==> src/rtl/obi_tmr_voter.sv <==
// Shared OBI data-port types and the TMR majority voter that sits between the three
// lockstep harts and the single bus master port.

package obi_tmr_pkg;

    typedef struct packed {
        logic        req;
        logic [31:0] addr;
        logic        we;
        logic [3:0]  be;
        logic [31:0] wdata;
    } obi_req_t;

    typedef struct packed {
        logic        gnt;
        logic        rvalid;
        logic [31:0] rdata;
    } obi_resp_t;

endpackage

// obi_tmr_voter: votes the three hart requests into one bus request, broadcasts the bus
// response, tracks outstanding transactions and keeps sticky divergence status.
module obi_tmr_voter
    import obi_tmr_pkg::*;
#(
    parameter int unsigned MAX_OUTSTANDING = 2,
    parameter int unsigned ERR_CNT_W       = 8
) (
    input  logic                 clk_i,
    input  logic                 rst_ni,
    input  obi_req_t  [2:0]      core_req_i,
    output obi_resp_t [2:0]      core_resp_o,
    output obi_req_t             bus_req_o,
    input  obi_resp_t            bus_resp_i,
    input  logic                 clear_i,
    output logic                 mismatch_o,
    output logic [2:0]           faulty_core_o,
    output logic                 uncorrectable_o,
    output logic [ERR_CNT_W-1:0] err_cnt_o,
    output logic                 proto_err_o,
    output logic                 irq_o
);

    localparam logic [2:0] MaxOut = 3'(MAX_OUTSTANDING);

    // Masked compare keys: fields that carry no meaning are zeroed so that stale
    // address/data on idle or read cycles can never cause a false mismatch.
    obi_req_t key [3];

    // Vote results
    obi_req_t   voted;
    logic [2:0] minority;
    logic       vote_mismatch;
    logic       vote_uncorr;
    logic       eq01, eq02, eq12;

    // Transaction tracking
    logic [2:0] outst_q, outst_d;
    logic       full;
    logic       bus_req_vld;
    logic       issue;
    logic       rsp_fwd;
    logic       rsp_spurious;

    // Status registers
    logic                 mismatch_q, mismatch_d;
    logic [2:0]           faulty_q, faulty_d;
    logic                 uncorr_q, uncorr_d;
    logic                 proto_q, proto_d;
    logic [ERR_CNT_W-1:0] err_cnt_q, err_cnt_d;

    // Build the per-hart compare keys with don't-care fields masked
    always_comb begin
        for (int i = 0; i < 3; i++) begin
            key[i]       = '0;
            key[i].req   = core_req_i[i].req;
            if (core_req_i[i].req) begin
                key[i].addr = core_req_i[i].addr;
                key[i].we   = core_req_i[i].we;
                key[i].be   = core_req_i[i].be;
                if (core_req_i[i].we) begin
                    key[i].wdata = core_req_i[i].wdata;
                end
            end
        end
    end

    assign eq01 = (key[0] == key[1]);
    assign eq02 = (key[0] == key[2]);
    assign eq12 = (key[1] == key[2]);

    // Majority vote; all-idle cycles yield equal (zero) keys and never mismatch
    always_comb begin
        voted         = key[0];
        minority      = 3'b000;
        vote_mismatch = 1'b0;
        vote_uncorr   = 1'b0;
        if (!(eq01 && eq12)) begin
            vote_mismatch = 1'b1;
            if (eq01) begin
                minority = 3'b100;
            end else if (eq02) begin
                minority = 3'b010;
            end else if (eq12) begin
                minority = 3'b001;
                voted    = key[1];
            end else begin
                // No majority: hart 0 is forwarded so the bus still makes progress
                vote_uncorr = 1'b1;
            end
        end
    end

    assign full = (outst_q == MaxOut);

    // Reset gates the request so nothing reaches the bus while the tracker is held
    assign bus_req_vld  = voted.req && !full && rst_ni;
    assign issue        = bus_req_vld && bus_resp_i.gnt;
    assign rsp_fwd      = bus_resp_i.rvalid && (outst_q != 3'd0);
    assign rsp_spurious = bus_resp_i.rvalid && (outst_q == 3'd0);

    // Bus request: voted fields with the request qualified by the outstanding limit
    always_comb begin
        bus_req_o     = voted;
        bus_req_o.req = bus_req_vld;
    end

    // Broadcast grant and response to all harts; unexpected responses are swallowed
    always_comb begin
        for (int i = 0; i < 3; i++) begin
            core_resp_o[i]        = '0;
            core_resp_o[i].gnt    = issue;
            core_resp_o[i].rvalid = rsp_fwd;
            core_resp_o[i].rdata  = rsp_fwd ? bus_resp_i.rdata : 32'h0;
        end
    end

    // Outstanding counter next state; a simultaneous issue and response cancel out
    always_comb begin
        outst_d = outst_q;
        if (issue && !rsp_fwd) begin
            outst_d = outst_q + 3'd1;
        end else if (rsp_fwd && !issue) begin
            outst_d = outst_q - 3'd1;
        end
    end

    // Status next state; an event in the clear cycle survives the clear
    always_comb begin
        mismatch_d = vote_mismatch;
        faulty_d   = faulty_q | minority;
        uncorr_d   = uncorr_q | vote_uncorr;
        proto_d    = proto_q | rsp_spurious;
        err_cnt_d  = err_cnt_q;
        if (vote_mismatch && !(&err_cnt_q)) begin
            err_cnt_d = err_cnt_q + ERR_CNT_W'(1);
        end
        if (clear_i) begin
            faulty_d  = minority;
            uncorr_d  = vote_uncorr;
            proto_d   = rsp_spurious;
            err_cnt_d = vote_mismatch ? ERR_CNT_W'(1) : '0;
        end
    end

    // State registers
    always_ff @(posedge clk_i or negedge rst_ni) begin
        if (!rst_ni) begin
            outst_q    <= 3'd0;
            mismatch_q <= 1'b0;
            faulty_q   <= 3'b000;
            uncorr_q   <= 1'b0;
            proto_q    <= 1'b0;
            err_cnt_q  <= '0;
        end else begin
            outst_q    <= outst_d;
            mismatch_q <= mismatch_d;
            faulty_q   <= faulty_d;
            uncorr_q   <= uncorr_d;
            proto_q    <= proto_d;
            err_cnt_q  <= err_cnt_d;
        end
    end

    assign mismatch_o      = mismatch_q;
    assign faulty_core_o   = faulty_q;
    assign uncorrectable_o = uncorr_q;
    assign proto_err_o     = proto_q;
    assign err_cnt_o       = err_cnt_q;
    assign irq_o           = (|faulty_q) | uncorr_q | proto_q;

endmodule

==> config.mk <==
export PLATFORM = sky130hd
export DESIGN_NAME = obi_tmr_voter
export DESIGN_NICKNAME = d
export VERILOG_FILES = /design/src/rtl/obi_tmr_voter.sv
export SDC_FILE = /design/constraint.sdc
export NUM_CORES = 1
export LEC_CHECK = 0
export CORE_AREA = 3 3 169 171
export CTS_BUF_LIST = sky130_fd_sc_hd__clkbuf_8
export CTS_CLUSTER_DIAMETER = 30
export DETAILED_ROUTE_END_ITERATION = 8
export DIE_AREA = 0 0 172 174
export GPL_ROUTABILITY_DRIVEN = 1
export PLACE_DENSITY = 0.69
export SETUP_SLACK_MARGIN = 0.2
export SYNTH_ARGS = -nofsm -noshare
export SYNTH_HDL_FRONTEND = slang
export SYNTH_SLANG_ARGS = --single-unit
==> constraint.sdc <==
create_clock -name clk_i -period 9 [get_ports clk_i]
set_clock_uncertainty 0.05 [all_clocks]
set_input_delay 1.35 -clock clk_i [delete_from_list [all_inputs] [get_ports clk_i]]
set_output_delay 1.35 -clock clk_i [all_outputs]
set_load 0.01 [all_outputs]
* Yosys cells after proc, flatten, opt, wreduce, memory -nomap -nowiden
Cells that the tools add are included.
** Word-level totals
- Output and inout port bits :: 187
- Logic and storage cells :: 65
- Bits of input ports :: 247
- Flip-flop bits (word level) :: 17
** Operators by class
- Bitwise logic cells :: 5
- Eq/ne operators :: 4
- Add/subtract/negate cells :: 3
- Muxes and demuxes :: 28
- Reduce and logical (&&, ||, !) cells :: 19
** Operator list (count)
- 2-to-1 mux 70 bit :: 4
- equality test 70 bit :: 3
- 2-to-1 mux 69 bit :: 3
- 2-to-1 mux 32 bit :: 4
- 2-to-1 mux 8 bit :: 2
- 2-to-1 mux 3 bit :: 5
- logical AND 1 bit :: 9
- 2-to-1 mux 1 bit :: 9
- adder 8 x 1 -> 8 bit, second input constant :: 1
- AND reduction 8 bit :: 1
- zero test 1 bit :: 4
- OR 1 bit :: 4
- nonzero test 2 bit :: 2
- adder 3 x 1 -> 3 bit, second input constant :: 1
- equality test 3 x 2 -> 1 bit, second input constant :: 1
- zero test 3 bit :: 1
- OR 3 bit :: 1
- nonzero test 3 bit :: 1
- OR reduction 3 bit :: 1
- subtractor 3 x 1 -> 3 bit, second input constant :: 1
- 2-to-1 mux 2 bit :: 1

* Longest topological paths before layout
Gate-level depths: netlist of the first run.
- Depth after elaboration :: 14
- Gate-level depth with buffers :: 20
- Mapped depth without buffers :: 15

* Worst setup path after synthesis of the first run
Ideal clock, no wire load.
- Path kind :: input to output
- Start point :: in core_req_i[209] (netlist bit)
- End point :: out core_resp_o[101] (netlist bit)
- Stages on the path :: 13
- Slack :: 3.596 ns
- Buffers on the path :: 4
- Arrival :: 4.004 ns
- Cell sequence :: buf_4 and2_1 buf_4 a41oi_1 a221oi_1 o2111ai_1 or4_1 or4_4 nand3b_4 buf_6 mux2i_1 nor3b_1 buf_4
** Between the ends
- Longest elaborated chain between the ends :: 9
- Elaborated cells on any way between the ends :: 11
- Classes of those cells :: 2 x eq/ne; 5 x mux; 4 x reduce/logical
** RTL lines
- start: declaration :: RTL line 32 : input obi_req_t [2:0] core_req_i,
- 2-to-1 mux 69 bit :: RTL line 78 : if (core_req_i[i].req) begin
- equality test 70 bit :: RTL line 91 : assign eq12 = (key[1] == key[2]);
- 2-to-1 mux 70 bit :: RTL line 105 : end else if (eq12) begin
- 2-to-1 mux 70 bit :: RTL line 103 : end else if (eq02) begin
- 2-to-1 mux 70 bit :: RTL line 101 : if (eq01) begin
- 2-to-1 mux 70 bit (*) :: RTL line 99 : if (!(eq01 && eq12)) begin
- logical AND 1 bit (*) (2 in a row) :: RTL line 118 : assign bus_req_vld = voted.req && !full && rst_ni;
- logical AND 1 bit (*) :: RTL line 119 : assign issue = bus_req_vld && bus_resp_i.gnt;
- end: declaration :: RTL line 33 : output obi_resp_t [2:0] core_resp_o,
Mark *: on every way between the ends. The rest lies on a longest branch, timed or not.

==> results of run 1 <==
per-layer routing:
layer	vias to the layer above	share of wire	global-route usage
met5	-	0.00029	0
met3	93	0.091	0.0494
met1	5100	0.43	0.385
li1	4911	-	-
met4	2	0.031	0.0715
met2	657	0.45	0.454
power by group through the flow:
| stage | combinational, mW | sequential [mW] | clock, mW |
|---|---|---|---|
| 2_1_floorplan | 0.343 | 0.100 | 0 |
| 3_3_place_gp | 0.697 | 0.101 | 0 |
| 3_5_place_dp | 0.699 | 0.101 | 0 |
| 4_1_cts | 0.703 | 0.0998 | 0.0572 |
| 5_1_grt | 0.751 | 0.102 | 0.0615 |
| 6_report | 0.708 | 0.0997 | 0.0548 |
metrics by stage:
step	power, mW	cell area, µm²	util	hold WS, ns
after global routing	0.915	11400	0.423	0.475
after CTS	0.860	11400	0.423	0.457
after detailed placement	0.801	11400	0.422	0.447
after floorplan	0.443	7450	-	0.415
after global placement	0.797	11400	0.422	0.428
final	0.863	11400	0.423	0.456
worst paths after layout:
kind,start,end,cells past startpoint
min in group asynchronous,rst_ni,mismatch_o$_DFF_PN0_,1
max in group asynchronous,rst_ni,err_cnt_o[3]$_DFFE_PN0P_,1
worst max-delay path,core_req_i[176],bus_req_o[58],12
worst min register to register,outst_q[2]$_DFFE_PN0P_,outst_q[2]$_DFFE_PN0P_,1
worst max register to register,outst_q[0]$_DFFE_PN0P_,outst_q[2]$_DFFE_PN0P_,10
worst min-delay path,outst_q[2]$_DFFE_PN0P_,outst_q[2]$_DFFE_PN0P_,1
cell families after synthesis:
| kind of cell | Yosys count |
|---|---|
| adder cells (fa/ha/maj) | 3 |
| multiplexers | 20 |
| flip-flops | 17 |
| XOR/XNOR | 48 |
| buffers and inverters | 212 |
| AND/OR/NAND/NOR | 456 |
| AO/OA/AOI/OAI | 406 |
registers in the layout, summed over array words and instances, names as in the netlist:
register and flops:
outst_q 3, proto_err_o 1, faulty_core_o 3, mismatch_o 1, uncorrectable_o 1, err_cnt_o 8
layout make-up:
type / count / area (µm²) / area share
Clock buffer: 3 / 41.3 / 0.00361
Timing Repair Buffer: 451 / 4470 / 0.390
Clock inverter: 1 / 3.75 / 0.000328
Multi-Input combinational cell: 933 / 5860 / 0.512
Antenna cell: 1 / 2.50 / 0.000219
Sequential cell: 17 / 425 / 0.0372
Inverter: 57 / 214 / 0.0187
Tap cell: 341 / 427 / 0.0373
cells in the final DEF (no fill, tap or decap), types with 7 or more instances in the layout:
cell type and instances:
a2111oi_0 10, a21oi_1 35, a22o_1 13, a22oi_1 28
a2bb2oi_1 25, a31oi_1 45, and2_1 35, buf_4 17
clkdlybuf4s50_1 430, dfrtp_1 17, inv_1 55, mux2i_1 16
nand2_1 125, nand2b_1 15, nand3_1 92, nand4_1 18
nand4b_1 8, nor2_1 49, nor2b_1 28, nor3_1 9
nor4_1 13, nor4bb_1 37, o21ai_0 131, o21ai_1 8
o221ai_1 13, o22ai_1 26, o31ai_1 15, xnor2_1 41
xor2_1 7
==> qor.yml, run 1 <==
critical_path:
  r2r_setup_slack_ns: 6.70
  cp_max_fo: 71
  path_cells: "clkdlybuf4s50_1 > buf_4 > and2_1 > a41oi_1 > a221oi_1 > o2111ai_1 > or4_1 > or4_4 > nand3b_4 > buf_4 > mux2i_1 > clkdlybuf4s50_1"
  slowest_delay_ns: 0.67
  crit_arrival_ns: 6.28
  critical_path_class: "in2out"
  critPathTopFamily: "simple AND/OR/NAND/NOR gates"
  required_ns: 7.60
  end_kind: "output pin"
  slowest_stage: "and2_1"
  crit_buf_inv: 4
  cp-start-kind: "input pin"
die:
  core.rowCount: 60
  core_mm2: 0.0270
  start_util: 0.276
  die-width_um: 172
  fp.dieH_um: 174
  die_area_mm2: 0.0299
  ios: 434
pwr:
  p_int_uw: 470
  p_per_area_mw_per_mm2: 75.4
  pwr-share-seq: 0.116
  p_sw_uw: 393
  swShare: 0.456
  ir_drop_mv: 0.0543
  p_clk_frac: 0.064
  p_leak_nw: 4.12
  combPwrFrac: 0.821
cts:
  clk_pin_slew_ns: 0.06
  postCtsResizedCells: 0
  clk_latency_ns: 0.25
  postCtsSetupBuffers: 0
  ctsRootBufferMaster: "clkbuf_8"
  cts.sinks: 17
  htreeDepth: 1
  postCtsHoldBufs: 0
  cts_tree: "done"
  clk_path_buf_depth: 2
  cts_made_buffers: 3
yosys:
  synthArstFlopShare: 1.00
  yosys_warnings: 0
  netlist_area_mm2: 0.00745
  synth_edf_count: 0
  netlist_top_cells_area: "o21ai_0 8.8%, buf_4 7.7%, nand2_1 6.3%"
  synth_compound_area_frac: 0.358
  synth_top_area_frac: 0.0880
  yosysTopAreaCell: "o21ai_0"
  synth_seq_cells: 17
  synth-xor-area-share: 0.0564
  syn_area_per_cell_um2: 6.41
  synthSimpleGateAreaFrac: 0.338
  synthMuxAreaShare: 0.0275
  synth_top_family_by_area: "compound AO/OA/AOI/OAI gates"
  syn_nets: 1412
  synth_common_cells: "131 x o21ai_0, 125 x nand2_1, 92 x nand3_1"
  yosysMostFrequentCell: "o21ai_0"
  synthAdderAreaFrac: 0.00605
  yosysUniqueCellTypes: 73
  synth_flop_cell: "dfrtp_1"
  postSynthCellCount: 1162
  ys_seq_area_frac: 0.0571
layout:
  fillCellCount: 2827
  area_delta_synth_final_pct: 53.5
  nNetsFinal: 1713
  drive_gt1_frac: 0.0274
  fin_cells: 1804
timing:
  maxSlewViolCount: 0
  fin_ws_ns: 1.32
  fin_crit_sh: 0.853
  maxSlewHeadroom: 0.327
  period_needed_ns: 7.68
  rsz0062_at_grt: "no"
  tns_ns: 0
  finalHoldViolations: 0
  fmax_mhz: 130
  worst_pin_slew_ns: 0.984
  setup_viol: 0
routing:
  drt_iter0_drc: 1268
  vias_per_cell: 5.97
  dr.pass1.iters: 7
  totalWireLength_mm: 45.0
  drc: 0
  vias: 10763
  antenna_left: 0
  wl_per_cell_um: 24.9
run_status:
  status: "completed"
run:
  drv_cap: 0
global_route:
  gr-total-overflow: 0
  grt_pass1_vias: 10167
  antenna_found_initial: 1
  grt_max_degree: 72
  grtUsageTotal: 0.281
  grt_pass1_wl_mm: 65.2
place:
  hpwl_mm: 36.8
  io_buffers: 433
  finalWeightedCongestion: 1.02
  post-place-ws_ns: 1.43
  dp.cells: 1799
worst_hold_path:
  hold_class: "reg2reg"
(Power assumes the default switching activity.)
==> run 2: changes to the inputs <==
--- a/config.mk
+++ b/config.mk
@@ -5,6 +5,7 @@
 export SDC_FILE = /design/constraint.sdc
 export NUM_CORES = 1
 export LEC_CHECK = 0
+export CAP_MARGIN = 20
 export CORE_AREA = 3 3 169 171
 export CTS_BUF_LIST = sky130_fd_sc_hd__clkbuf_8
 export CTS_CLUSTER_DIAMETER = 30
==> results of run 2 <==
The final DEF is identical to that of run 1; final timing and power are the same.
